## src/rtl/uart_transmitter.sv

```systemverilog
// rtl/uart_transmitter.sv - UART transmit framer clocked by baud divider edges; define UART_PARITY_EN to add a parity bit
module uart_transmitter #(
  parameter int DATA_BITS = 8,
  parameter int STOP_BITS = 1
) (
  input  logic       clock,
  input  logic       reset_n,
  input  logic       enable,
  input  logic       baudIn,
  input  logic [7:0] txData,
  input  logic       txValid,
  output logic       txReady,
  input  logic       parityOdd,
  output logic       txOut,
  output logic       txBusy,
  output logic       txDone
);

  localparam logic [3:0] DATA_LAST = 4'(DATA_BITS);
  localparam logic [1:0] STOP_LAST = 2'(STOP_BITS);

`ifdef UART_PARITY_EN
  typedef enum logic [2:0] {S_IDLE, S_SYNC, S_START, S_DATA, S_PARITY, S_STOP} state_t;
`else
  typedef enum logic [2:0] {S_IDLE, S_SYNC, S_START, S_DATA, S_STOP} state_t;
`endif

  state_t     state_q, state_d;
  logic       baud_prev_q;
  logic [7:0] shift_q, shift_d;
  logic [3:0] bit_cnt_q, bit_cnt_d;
  logic [1:0] stop_cnt_q, stop_cnt_d;
  logic       tx_q, tx_d;
  logic       busy_q, busy_d;
  logic       done_q, done_d;
`ifdef UART_PARITY_EN
  logic       parity_q, parity_d;
`endif

  logic bit_tick;
  logic last_stop;
  logic accept;

  // Upper txData bits are dropped for narrow frames; parityOdd is idle without parity
  logic unused_inputs;
  assign unused_inputs = ^{parityOdd, txData};

  assign bit_tick  = enable & baudIn & ~baud_prev_q;
  assign last_stop = (stop_cnt_q == STOP_LAST);
  assign txReady   = enable & ((state_q == S_IDLE) |
                               ((state_q == S_STOP) & last_stop & bit_tick));
  assign accept    = txValid & txReady;

  assign txOut  = tx_q;
  assign txBusy = busy_q;
  assign txDone = done_q;

  // Register the FSM and datapath; baud history is tracked even while disabled
  always_ff @(posedge clock or negedge reset_n) begin
    if (!reset_n) begin
      state_q     <= S_IDLE;
      baud_prev_q <= 1'b0;
      shift_q     <= 8'h00;
      bit_cnt_q   <= 4'd0;
      stop_cnt_q  <= 2'd0;
      tx_q        <= 1'b1;
      busy_q      <= 1'b0;
      done_q      <= 1'b0;
`ifdef UART_PARITY_EN
      parity_q    <= 1'b0;
`endif
    end else begin
      state_q     <= state_d;
      baud_prev_q <= baudIn;
      shift_q     <= shift_d;
      bit_cnt_q   <= bit_cnt_d;
      stop_cnt_q  <= stop_cnt_d;
      tx_q        <= tx_d;
      busy_q      <= busy_d;
      done_q      <= done_d;
`ifdef UART_PARITY_EN
      parity_q    <= parity_d;
`endif
    end
  end

  // Next-state logic: each bit tick advances the line by one bit period
  always_comb begin
    state_d    = state_q;
    shift_d    = shift_q;
    bit_cnt_d  = bit_cnt_q;
    stop_cnt_d = stop_cnt_q;
    tx_d       = tx_q;
    done_d     = 1'b0;
`ifdef UART_PARITY_EN
    parity_d   = parity_q;
`endif
    case (state_q)
      S_IDLE: begin
        if (accept) begin
          state_d = S_SYNC;
          shift_d = txData;
`ifdef UART_PARITY_EN
          parity_d = ^txData[DATA_BITS-1:0] ^ parityOdd;
`endif
        end
      end
      S_SYNC: begin
        if (bit_tick) begin
          state_d = S_START;
          tx_d    = 1'b0;
        end
      end
      S_START: begin
        if (bit_tick) begin
          state_d   = S_DATA;
          tx_d      = shift_q[0];
          shift_d   = shift_q >> 1;
          bit_cnt_d = 4'd1;
        end
      end
      S_DATA: begin
        if (bit_tick) begin
          if (bit_cnt_q < DATA_LAST) begin
            tx_d      = shift_q[0];
            shift_d   = shift_q >> 1;
            bit_cnt_d = bit_cnt_q + 4'd1;
          end else begin
`ifdef UART_PARITY_EN
            state_d    = S_PARITY;
            tx_d       = parity_q;
`else
            state_d    = S_STOP;
            tx_d       = 1'b1;
            stop_cnt_d = 2'd1;
`endif
          end
        end
      end
`ifdef UART_PARITY_EN
      S_PARITY: begin
        if (bit_tick) begin
          state_d    = S_STOP;
          tx_d       = 1'b1;
          stop_cnt_d = 2'd1;
        end
      end
`endif
      S_STOP: begin
        if (bit_tick) begin
          if (!last_stop) begin
            stop_cnt_d = stop_cnt_q + 2'd1;
          end else begin
            done_d = 1'b1;
            if (accept) begin
              // Back-to-back frame: start bit follows the last stop with no idle gap
              state_d = S_START;
              tx_d    = 1'b0;
              shift_d = txData;
`ifdef UART_PARITY_EN
              parity_d = ^txData[DATA_BITS-1:0] ^ parityOdd;
`endif
            end else begin
              state_d = S_IDLE;
            end
          end
        end
      end
      default: state_d = S_IDLE;
    endcase
    busy_d = (state_d != S_IDLE);
  end

endmodule

```

## config.mk

```make
export PLATFORM = sky130hd
export DESIGN_NAME = uart_transmitter
export DESIGN_NICKNAME = d
export VERILOG_FILES = /design/src/rtl/uart_transmitter.sv
export SDC_FILE = /design/constraint.sdc
export NUM_CORES = 1
export LEC_CHECK = 0
export BUFFER_PORTS_ARGS = -buffer_cell sky130_fd_sc_hd__buf_2
export CORE_MARGIN = 2
export CORE_UTILIZATION = 49
export CTS_CLUSTER_DIAMETER = 40
export DETAILED_ROUTE_END_ITERATION = 8
export PLACE_DENSITY = 0.7
export REMOVE_ABC_BUFFERS = 1
export SKIP_LAST_GASP = 1
export SYNTH_ARGS = -nofsm -noshare
export SYNTH_HDL_FRONTEND = slang
export SYNTH_SLANG_ARGS = --single-unit
```

## constraint.sdc

```tcl
create_clock -name clock -period 1.5 [get_ports clock]
set_clock_uncertainty 0.15 [all_clocks]
set_input_delay 0.3 -clock clock [delete_from_list [all_inputs] [get_ports clock]]
set_output_delay 0.3 -clock clock [all_outputs]
set_load 0.02 [all_outputs]
```

## After elaboration in Yosys (flattened, before gate mapping)

Index checks and enable logic that the tools add are counted.
Widths: inputs -> output; s select.

- Bits in registers: 21
- Bits in latches: 0
- Bits in writable memories: 0
- Bits in read-only memories: 0
- Input bits: 14
- Word-level logic and storage cells: 79
- Memories: 0

- Add/subtract/negate cells: 2
- Multiply operators: 0
- Div/mod/pow operators: 0
- Order comparisons: 1
- Eq/ne operators: 14
- Shift operators: 0
- Mux-type cells: 36
- Bitwise gates (word level): 8
- Reductions and logical operators: 10

Operators by type and width:

| cell | number |
|---|---|
| $mux 8 | 6 |
| $pmux 8 s4 | 1 |
| $mux 3 | 7 |
| $ne 2x2->1 const B | 9 |
| $pmux 3 s5 | 1 |
| $mux 4 | 3 |
| $mux 1 | 10 |
| $mux 2 | 5 |
| $pmux 4 s2 | 1 |
| $reduce_bool 4->1 | 2 |
| $reduce_and 7->1 | 1 |
| $and 1x1->1 | 6 |
| $eq 3x2->1 const B | 2 |
| $reduce_and 6->1 | 1 |
| $reduce_and 5->1 | 1 |
| $add 4x1->4 const B | 1 |
| $lt 4x4->1 const B | 1 |
| $pmux 1 s4 | 1 |
| $pmux 2 s2 | 1 |
| $reduce_and 4->1 | 1 |
| $reduce_bool 2->1 | 2 |
| $eq 3x1->1 const B | 1 |
| $eq 3x3->1 const B | 1 |
| $logic_not 3->1 | 1 |
| 5 further kinds | 5 |

## Logic depth before layout (Yosys ltp)

- Depth in word-level cells: 11
- Gate-level depth with buffers: 6

## Worst setup path before layout

OpenSTA, ideal clock, no wires.

- Kind: reg2reg
- From: reg bit_cnt_q[3]
- To: reg shift_q[3]
- Library setup time: 0.126 ns
- Arrival: 1.370 ns
- Data required time: 1.224 ns
- Path slack: -0.147 ns
- Stages on the path, launching flop included: 6
- Path buffers: 1
- Path through: dfrtp_1 > buf_2 > nand2b_1 > a221o_1 > nand2_1 > o2bb2a_1

- Cells in the longest elaborated chain, start to end: 3

Ends and longest elaborated chain:

| item | RTL line | RTL |
|---|---|---|
| start: declaration | 31 | `logic [3:0] bit_cnt_q, bit_cnt_d;` |
| start signal: assignment | 76 | `bit_cnt_q <= bit_cnt_d;` |
| $lt 4x4->1 | 124 | `if (bit_cnt_q < DATA_LAST) begin` |
| $ne 2x2->1 (no line) | - |  |
| $reduce_and 6->1 (no line) | - |  |
| end signal: assignment | 75 | `shift_q <= shift_d;` |
| end: declaration | 30 | `logic [7:0] shift_q, shift_d;` |

No other way between the ends.
A chain may end at the register's enable or synchronous reset.

## Final worst setup path

- From: reg state_q[1]
- To: reg shift_q[1]

- Cells in the longest elaborated chain, start to end: 10
- Elaborated cells between the ends (all ways): 20
- Those cells by class: eq/ne: 8; mux: 4; bitwise: 5; reduce/logical: 3

Ends and longest elaborated chain:

| item | RTL line | RTL |
|---|---|---|
| start: declaration | 28 | `state_t state_q, state_d;` |
| start signal: assignment | 73 | `state_q <= state_d;` |
| $eq 3x3->1 | 51, 98 |  |
| $and 1x1->1 (2 in a row) | 51 | `((state_q == S_STOP) & last_stop & bit_tick));` |
| $or 1x1->1 | 50 | `assign txReady = enable & ((state_q == S_IDLE) \|` |
| $and 1x1->1 | 50 |  |
| $and 1x1->1 | 52 | `assign accept = txValid & txReady;` |
| $mux 8 (3 in a row) | - |  |
| $pmux 8 s4 | 98 | `case (state_q)` |

Several ways; a longest one is shown, not always the timed one. The select of a mux whose other input is x is not followed.

==> summary.txt <==
Worst hold path
  – Worst hold stages: 1
  – Worst hold start: baudIn
  – Hold/Removal Path Class: in -> reg
  – WHS Endpoint: baud_prev_q$_DFF_PN0_

Routing
  – Via-to-Cell Ratio: about 5.7
  – Routed WL: ~3.3 mm
  – DRC Markers: 0
  – First drt pass iteration count: 4
  – Via Count: between 1k and 1.5k
  – Antenna violation net count after detailed routing: 0
  – Initial drt markers: 13
  – Routed length per instance: 17.2 um

Logic synthesis
  – Mapped Cells: roughly 110
  – Cell Area, Synth: between 1000 and 1500 sq um
  – Register area share after synthesis: between 40% and 50%
  – Ys Warns: 0
  – Count of cell types in the netlist: 38
  – Mean post-synth cell area: roughly 10 sq um
  – #FFs+latches synth: 21

Global route
  – First-pass GRT wire length: ~4.5 mm
  – Initial antenna violation count: 0
  – Vias in the first global route: between 1k and 1.5k
  – Overall Global Routing Usage: between 20% and 30%
  – GRT busiest layer: met2
  – GRT overflow: 0
  – Met1 track demand over resource: between 20 and 30%
  – Routing usage on met2: 38.0%
  – Largest net degree at the start of global routing: 22
  – M3 GR Usage: just over 7%

Setup path
  – Critical Path Source Type: register
  – Worst Setup SP: state_q[1]$_DFF_PN0_
  – CP Capture Type: register
  – Critical Path RT: ~1.6 ns
  – FF-to-FF path depth: 6
  – Reg2reg setup slack: -0.31 ns
  – Worst-path maximum fanout: 7
  – Setup Crit Path Kind: reg -> reg
  – Critical R2R Launch: state_q[1]$_DFF_PN0_
  – R2R Path End: shift_q[1]$_DFFE_PN0P_
  – CP arrival: about 1.9 ns

Floorplan
  – Initial Util: slightly above 50%
  – Core Region: around 2200 sq um
  – Full die area: roughly 2700 sq um
  – Boundary pin count: 18
  – DIE WIDTH: ~52 um
  – Die H: 51.8 um
  – FP Rows: 17

CTS
  – H-Tree Depth: 1
  – Clock root cell: clkbuf_4
  – CTS tree: done
  – Num CTS Buffers: 3
  – Hold-fix buffers, CTS: 1
  – Reg clk slew, reported paths: around 0.12 ns
  – Clk sinks: 21
  – CTS Buffer Depth: 2
  – Skew-Pair Late Insertion Delay: 0.31 ns

Status
  – Failing checks: negative hold slack, negative setup slack
  – Status: finished, violations left

STA
  – Slew Viols, Final: 0
  – Setup repair after global routing missed its margin: true
  – Post-route minimum period: ~1.8 ns
  – Fin Hold WS: -0.0216 ns
  – Final setup violation count: 19
  – Worst slew pin tran: around 0.45 ns
  – Fin. Hold Viols: 1
  – Max Freq: ~0.55 GHz
  – Relative slew margins: a little over two thirds
  – Worst setup margin: -0.309 ns
  – Fin crit share: 121%

Placement
  – DP HPWL: approximately 1.8 mm
  – GP Congestion: ~0.86
  – Placed Area: between 1000 and 1500 sq um
  – Buffers on Ports: 16

Finish
  – Area grow syn2layout: 56.8%
  – Register area: around 530 sq um
  – Fin nets: ~180
  – Antenna Cells: 0
  – Final core occ: around four fifths
  – Ratio of cells with drive above 1 in the final layout: 56.7%
  – Final Cell Area: 1750 sq um
  – Most common cell after layout, fill and taps aside: buf_4
  – Most frequent cells in the layout: buf_4, dfrtp_1, buf_2, o21ai_0, nand2_1
  – Multi-input logic area: ~740 sq um
  – FILL cells: 129

Power
  – Lkg Pwr: roughly 0.73 nW
  – Maximum vdd drop: between 1 and 1.5 mV
  – Total power: just under 3 mW
  – PwrDens: ~1700 nW/um^2

Run
  – Max-cap violations: 0
==> metrics by stage <==
stage | setup TNS [ns] | setup slack [ns] | cells | hold WS [ns]
after floorplan | -1.37 | -0.205 | 106 | -0.146
after global placement | -1.80 | -0.165 | 172 | 0.124
after detailed placement | -2.41 | -0.226 | 172 | 0.128
after CTS | -2.51 | -0.241 | 183 | -0.0249
after global routing | -4.88 | -0.363 | 192 | -0.0399
final | -3.96 | -0.309 | 192 | -0.0216
==> cell usage after synthesis <==
| cell | n | area share [%] |
|---|---|---|
| or3b_1 | 1 | 0.78 |
| o22ai_1 | 2 | 1.1 |
| ha_1 | 2 | 2.2 |
| or3_1 | 2 | 1.1 |
| nand3_1 | 5 | 2.2 |
| a41oi_1 | 1 | 0.78 |
| a211oi_1 | 2 | 1.3 |
| o2bb2a_1 | 1 | 0.90 |
| nand4bb_1 | 1 | 1.0 |
| buf_4 | 1 | 0.67 |
| o21bai_1 | 1 | 0.67 |
| nand2b_1 | 8 | 4.5 |
| mux2i_1 | 1 | 0.90 |
| a22oi_4 | 1 | 1.9 |
| nand2_1 | 9 | 3.0 |
| a31oi_1 | 1 | 0.56 |
| and3b_1 | 1 | 0.78 |
| and4bb_2 | 1 | 1.1 |
| a21oi_1 | 6 | 2.7 |
| o21ai_0 | 10 | 4.5 |
| nand2_2 | 1 | 0.56 |
| mux2_2 | 2 | 2.0 |
| dfstp_2 | 1 | 2.4 |
| inv_1 | 3 | 1.0 |
| nor2_1 | 7 | 2.4 |
| a221o_1 | 1 | 0.90 |
| a31o_1 | 1 | 0.78 |
| clkbuf_1 | 2 | 0.67 |
| buf_2 | 3 | 1.3 |
| nor3_1 | 1 | 0.45 |
| o21a_1 | 1 | 0.67 |
| o2bb2ai_1 | 1 | 0.78 |
| or2b_1 | 1 | 0.67 |
| a2bb2oi_1 | 6 | 4.7 |
| a22o_1 | 2 | 1.6 |
| dfrtp_1 | 20 | 45 |
| nor2b_1 | 1 | 0.56 |
| nand3b_2 | 1 | 1.0 |
==> cell type report <==
type,instances,area share [%]
Inverter,3,0.643
Sequential cell,21,30.2
Clock buffer,3,1.29
Tap cell,28,2.00
Clock inverter,1,0.286
Multi-Input combinational cell,82,42.3
Timing Repair Buffer,54,23.3
==> logic make-up (layout without fill, tap and decap cells) <==
kind of cell | Yosys count | count (layout) | synth area share, %
multiplexers | 3 | 3 | 2.91
flip-flops | 21 | 21 | 47.1
adder cells (fa/ha/maj) | 2 | 2 | 2.24
AO/OA/AOI/OAI | 37 | 37 | 23.9
buffers and inverters | 9 | 61 | 3.70
AND/OR/NAND/NOR | 40 | 40 | 20.2
==> power by group <==
group	leakage [nW]	switching, mW	internal [mW]	total [mW]
sequential	0.236	0.169	0.760	0.929
clock	0.0177	0.176	0.0996	0.276
combinational	0.474	0.779	0.953	1.73
total	0.728	1.12	1.81	2.94
==> metal layers <==
layer	share of wire [%]	wire (um)	vias up
met5	0	0	-
met1	42	1390	557
met2	52	1720	23
met3	3.7	122	9
li1	-	-	514
met4	2.1	68	0
==> worst max path at each step <==
stage	slack (ns)	end
2_1_floorplan	-0.21	txBusy$_DFF_PN0_
3_3_place_gp	-0.17	txBusy$_DFF_PN0_
3_5_place_dp	-0.23	shift_q[2]$_DFFE_PN0P_
4_1_cts	-0.24	txReady
5_1_grt	-0.36	shift_q[1]$_DFFE_PN0P_
6_report	-0.31	shift_q[1]$_DFFE_PN0P_
==> repair_timing <==
item | 4_1_cts | 5_1_grt
resized for setup | 19 | 30
pin swaps | 8 | 14
endpoints found under the hold margin | 21 | 1
endpoints found under the setup margin | 16 | 19
buffers inserted | 7 | 9
==> critical path, cell delays in order, from the launching register on <==
cell,delay [ns]
dfrtp_2,0.49
buf_4,0.18
buf_6,0.12
nand4bb_4,0.25
a22oi_4,0.27
buf_12,0.16
a2bb2oi_2,0.13
==> registers in the layout, indices dropped and copies added, names as in the netlist <==
signal and flops:
baud_prev_q 1, bit_cnt_q 4, shift_q 8, state_q 3
stop_cnt_q 2, txBusy 1, txDone 1, txOut 1
Power figures use the tool's default switching activity.
